==> config.mk <==
export PLATFORM = sky130hd
export DESIGN_NAME = stream_pad_fifo
export DESIGN_NICKNAME = d
export VERILOG_FILES = /design/src/rtl/stream_pad_pkg.sv /design/src/rtl/stream_pad_fifo.sv
export SDC_FILE = /design/constraint.sdc
export NUM_CORES = 1
export LEC_CHECK = 0
export ABC_CLOCK_PERIOD_IN_PS = 3070
export BUFFER_PORTS_ARGS = -buffer_cell sky130_fd_sc_hd__buf_2
export CAP_MARGIN = 25
export CORE_MARGIN = 2
export CORE_UTILIZATION = 45
export CTS_BUF_LIST = sky130_fd_sc_hd__clkbuf_8
export CTS_CLUSTER_DIAMETER = 200
export CTS_CLUSTER_SIZE = 16
export DETAILED_ROUTE_END_ITERATION = 8
export GPL_TIMING_DRIVEN = 0
export PLACE_DENSITY = 0.66
export SYNTH_ARGS = -nofsm -noshare
export SYNTH_HDL_FRONTEND = slang
export SYNTH_SLANG_ARGS = --single-unit
==> constraint.sdc <==
create_clock -name wb_clk_i -period 3.07 [get_ports wb_clk_i]
set_input_delay 0.614 -clock wb_clk_i [delete_from_list [all_inputs] [get_ports wb_clk_i]]
set_output_delay 0.614 -clock wb_clk_i [all_outputs]
set_load 0.02 [all_outputs]
==> src/rtl/stream_pad_pkg.sv <==
// stream_pad_pkg: shared widths and entry type for the pad-side stream FIFO
package stream_pad_pkg;
  localparam int DATA_W_DEF  = 16;
  localparam int DEPTH_DEF   = 4;
  localparam int FRAME_CNT_W = 16;
  typedef struct packed {
    logic                  last;
    logic [DATA_W_DEF-1:0] data;
  } entry_t;
endpackage

==> src/rtl/stream_pad_fifo.sv <==
// stream_pad_fifo: registered FIFO from the DSP stream to the IO pads with a completed-frame counter
module stream_pad_fifo
  import stream_pad_pkg::*;
#(
  parameter int DATA_W = DATA_W_DEF,
  parameter int DEPTH  = DEPTH_DEF
) (
  input  logic                     wb_clk_i,
  input  logic                     wb_rst_i,
  input  logic                     in_valid,
  output logic                     in_ready,
  input  logic [DATA_W-1:0]        in_data,
  input  logic                     in_last,
  input  logic                     pad_ready_i,
  output logic                     pad_valid_o,
  output logic [DATA_W-1:0]        pad_data_o,
  output logic                     pad_last_o,
  input  logic                     flush_i,
  output logic [$clog2(DEPTH):0]   level_o,
  output logic [FRAME_CNT_W-1:0]   frame_cnt_o
);
  localparam int AW = $clog2(DEPTH);
  localparam int LW = AW + 1;
  typedef struct packed {
    logic              last;
    logic [DATA_W-1:0] data;
  } ent_t;
  ent_t            mem [DEPTH];
  logic [AW-1:0]   wr_ptr, rd_ptr;
  logic            push, pop;
  assign in_ready    = (level_o != LW'(DEPTH)) && !wb_rst_i && !flush_i;
  assign pad_valid_o = (level_o != '0) && !wb_rst_i;
  assign pad_data_o  = mem[rd_ptr].data;
  assign pad_last_o  = mem[rd_ptr].last;
  assign push        = in_valid && in_ready;
  // flush wins over a same-cycle pop, so a flushed head is never counted
  assign pop         = pad_valid_o && pad_ready_i && !flush_i;
  always_ff @(posedge wb_clk_i)
    if (push) mem[wr_ptr] <= '{last: in_last, data: in_data};
  always_ff @(posedge wb_clk_i) begin
    if (wb_rst_i || flush_i) begin
      wr_ptr  <= '0;
      rd_ptr  <= '0;
      level_o <= '0;
    end else begin
      if (push) wr_ptr <= wr_ptr + 1'b1;
      if (pop) rd_ptr <= rd_ptr + 1'b1;
      level_o <= level_o + LW'(push) - LW'(pop);
    end
  end
  always_ff @(posedge wb_clk_i) begin
    if (wb_rst_i) frame_cnt_o <= '0;
    else if (pop && pad_last_o) frame_cnt_o <= frame_cnt_o + 1'b1;
  end
endmodule

After elaboration in Yosys (flattened, before gate mapping)
Memory sizes are Yosys's and may differ from the RTL's. A register that Yosys moved wholly into a read port is not among the register bits.
Cells that the tools add are included.

cells by class
  add/sub/neg operators = 5
  multipliers = 0
  div/mod/pow operators = 0
  $lt $le $gt $ge = 0
  eq/ne operators = 1
  shifts and indexed selects = 0
  muxes and demuxes = 4
  bitwise logic cells = 0
  reductions and logical operators = 11

operators by type and width
  kind                   number
  $add 16x1->16 const B  1
  $logic_and 1x1->1      7
  $add 2x1->2 const B    2
  $mux 2                 2
  $add 3x1->3            1
  $ne 3x3->1 const B     1
  $reduce_bool 3->1      1
  $sub 3x1->3            1
  $logic_not 1->1        2
  $mux 1                 2
  $logic_or 1x1->1       1

storage, ports and cells
  register bits after elaboration = 23
  latch bits = 0
  bits in writable memories = 68
  bits in read-only memories = 0
  bits of input ports = 22
  output and inout bits = 38
  memories kept = 1

memories
  name  depth  width  read ports  clocked after Yosys merged registers in  write ports  line                   text
  mem   4      17     1           1                                        1            stream_pad_fifo.sv:28  ent_t mem [DEPTH];

Depth between registers and ports, before layout
  depth in word-level cells = 6
  mapped depth = 11
  depth with buffers taken out = 10

Least setup slack after synthesis
Ideal clock, no wire load.

  kind = input -> register
  from = input port wb_rst_i
  to = register level_o[2]
  arrival = 2.712 ns
  setup slack = 0.232 ns
  stages on the path = 11
  cell sequence = or2_2 -> clkbuf_1 -> a211oi_2 -> inv_1 -> ha_1 -> inv_1 -> ha_1 -> fa_1 -> xnor2_1 -> xnor2_1 -> nor2_1

between the ends
  word-level cells in the longest chain between the ends = 6

RTL lines
  what                            line                                          text
  start: declaration              stream_pad_fifo.sv:9                          input logic wb_rst_i,
  $logic_not 1->1                 stream_pad_fifo.sv:31, stream_pad_fifo.sv:32
  $logic_and 1x1->1 (2 in a row)  stream_pad_fifo.sv:31                         assign in_ready = (level_o != LW'(DEPTH)) && !wb_rst_i && !flush_i;
  $logic_and 1x1->1               stream_pad_fifo.sv:35                         assign push = in_valid && in_ready;
  $add 3x1->3                     stream_pad_fifo.sv:48                         level_o <= level_o + LW'(push) - LW'(pop);
  $sub 3x1->3                     stream_pad_fifo.sv:48
  end signal: assignment          stream_pad_fifo.sv:48
  end: declaration                stream_pad_fifo.sv:19                         output logic [$clog2(DEPTH):0] level_o,

Parallel ways exist; a longest one is shown, timed or not.
A chain may end at the register's enable or synchronous reset.

Worst setup path after layout
Same ends and word-level chain as after synthesis.

==> results.tsv <==
metric	value	unit
status	finished, final reports clean	
Pleak	0.00156	uW
Yosys top cell by area	edfxtp_1	
vias	2206	
Routed WL per cell	16.0	um
global route total overflow	0	
worst-case clock buffer depth	2	
I/O Buffers	59	
period utilization	92.6	%
Iter 0 DRT Violations	66	
CTS Buf Count	9	
Syn Std Cell Area	0.00378	mm2
Die W	95.6	um
Total GRT Usage	15.5	%
Flop pwr share	60.8	%
startpoint types	input pin	
MaxCap Viol Count	0	
fmax	352	MHz
placed cell areas	0.00420	mm2
fin area	0.00440	mm2
Post-CTS Setup Bufs	0	
Synth Area in Compound Gates	4.11	%
Initial Util	46.2	%
Critical path origin	wb_rst_i	
post-synthesis simple-gate area fraction	10.4	%
crit path buf inv count	4	
Crit path required time	3.30	ns
CTS resizes	0	
worst-margin pin slew	0.901	ns
core area	0.00818	mm2
pre-CTS setup slack	-0.169	ns
die area	0.00914	mm2
final worst setup slack	0.227	ns
total routed wirelength	6690	um
Clock Skew	0.0100	ns
Root Driver	clkbuf_8	
RSZ-0062 raised after global routing	false	
Syn-to-layout area delta	16.5	%
CTS Sinks	93	
endpoints failing setup	0	
# diodes	0	
largest family of logic cells by synthesized area	multiplexers	
first-pass GRT wire length	10500	um
Yosys warning total	0	
Synth Area in XOR/XNOR	1.62	%
post-synthesis adder-cell area fraction	2.85	%
final critical-path required period	2.84	ns
vias per cell	5.28	
Reg-to-Reg Start	level_o[1]	
Cell Pwr Density	507	mW/mm2
clock power share	35.7	%
post-synth cell types	42	
Max Slew Vio Count	0	
Worst-path clk slew	0.09	ns
largest stage delay on the critical path	0.52	ns
CP max FO	8	
Synth area leaders	edfxtp_1, dfxtp_1, mux4_2	
top-area cell type share of the netlist area	54.1	%
mux contribution to synthesized area	11.3	%
synthesized area per cell	15.9	um2
Die H	95.6	um
H-tree levels	3	
initial antenna violation count	0	
sw frac	21.1	%
critical path's slowest cell	a211oi_2	
P_int	1760	uW
commonest register cell after synthesis	edfxtp_1	
fill count	690	
Fin. Hold Viols	0	
worst skew pair latency	0.35	ns
layout cells sized above 1	33.5	%
EDFF count, synth	68	
Syn Inst Count	238	
cell family with most CP delay	adder cells	
DRC	0	
1st-pass router iterations	4	
crit end category	flop	
Worst VDD drop	0.000256	V
leading cell type by number of instances after synthesis	edfxtp_1	
Post-Syn Nets	268	
hold_buf cts	0	
Final nets	338	
critical path cell sequence	buf_2, or2_2, clkbuf_1, a211oi_2, inv_1, ha_1, inv_1, ha_1, fa_1, xnor2_1, xnor2_1, nor2_1	
Max transition margin	39.9	%
Comb power frac	3.5	%
vias in the first global route	2162	
Seq/Total Area, Yosys	67.3	%
Synth async-reset ratio	0	%
CTS tree	yes	
Hold Crit Class	input pin to flop	
Synth top cells by count	edfxtp_1, dfxtp_1, mux4_2	
Rows	33	
Arrival @ worst endpoint	3.08	ns
Post-DRT Antenna Nets	0	
HPWL Detailed	4430	um
Synth Register Bits	93	
I/O pins	60	
GPL Wtd Cong	0.768	
HP Start	in_data[8]	
pin count of the biggest net entering global routing	18	
Psw	471	uW
Crit Path Class	input pin to flop	
layer usage:
metal  global-route usage [%]  part of all wire, %  vias to the layer above
met5                        0                    0                        -
met4                     7.26                  1.2                        0
met3                     3.00                  4.3                        8
met2                     25.2                   49                       54
met1                     20.2                   45                     1080
li1                         -                    -                     1064
placed cells by master, fill, tap and decap left out, drive strengths merged, types with 4 or more instances in the layout:
master  netlist  routed
edfxtp       68      68
buf           5      64
nand4         4       4
mux4         17      17
inv          11      13
a21oi         9       9
nor2         16      16
o31ai         5       5
xnor2         4       4
dfxtp        25      25
nand2         6       6
nand3         8       8
and2          6       6
nand4b        4       4
ha            7       7
clkbuf        5      14
worst paths after layout:
path | to | slack [ns] | depth (start not counted)
worst min register to register | frame_cnt_o[14] | 0.50 | 2
worst min-delay path | mem[0][8] | 0.48 | 1
worst max-delay path | level_o[2] | 0.23 | 12
worst max register to register | level_o[2] | 0.41 | 9
power by group through the flow:
| stage | sequential, uW | combinational (uW) | clock (uW) |
|---|---|---|---|
| finish | 1360 | 77.8 | 798 |
| global route | 1360 | 85.2 | 866 |
| CTS | 1360 | 78.5 | 822 |
| detailed placement | 1390 | 78.2 | 0 |
| global placement | 1390 | 75.8 | 0 |
| floorplan | 1390 | 39.1 | 0 |
layout make-up:
cell class	instances	area, um2	area share (%)
sequential	93	2540	57.8
clock inverter	7	72.6	1.65
inverter	11	41.3	0.938
tap	105	131	2.99
timing repair buffer	59	295	6.71
multi-input combinational	124	1140	26.0
clock buffer	9	124	2.81
buffer	10	50.0	1.14
registers in the layout, indices dropped and copies added, names as in the netlist, named ones only:
name	flops
mem	68
frame_cnt_o	16
level_o	3
rd_ptr	2
wr_ptr	2
stage by stage:
stage	cells	hold WS, ns	TNS [ns]	total power, uW	utilization [%]
floorplan	238	0.485	0	1430	-
global placement	402	0.475	-0.147	1460	51.4
detailed placement	402	0.489	-0.169	1460	51.4
CTS	418	0.460	0	2260	53.8
global route	418	0.456	0	2310	53.8
finish	418	0.477	0	2230	53.8
cells by family (layout without fill, tap and decap cells):
| logic type | Yosys count | in the layout |
|---|---|---|
| simple gates | 65 | 65 |
| mux | 21 | 21 |
| flops | 93 | 93 |
| buf+inv | 21 | 96 |
| xor+xnor | 7 | 7 |
| compound gates | 23 | 23 |
| fa+ha+maj | 8 | 8 |
Note: power is estimated with default switching activity, not from simulation.
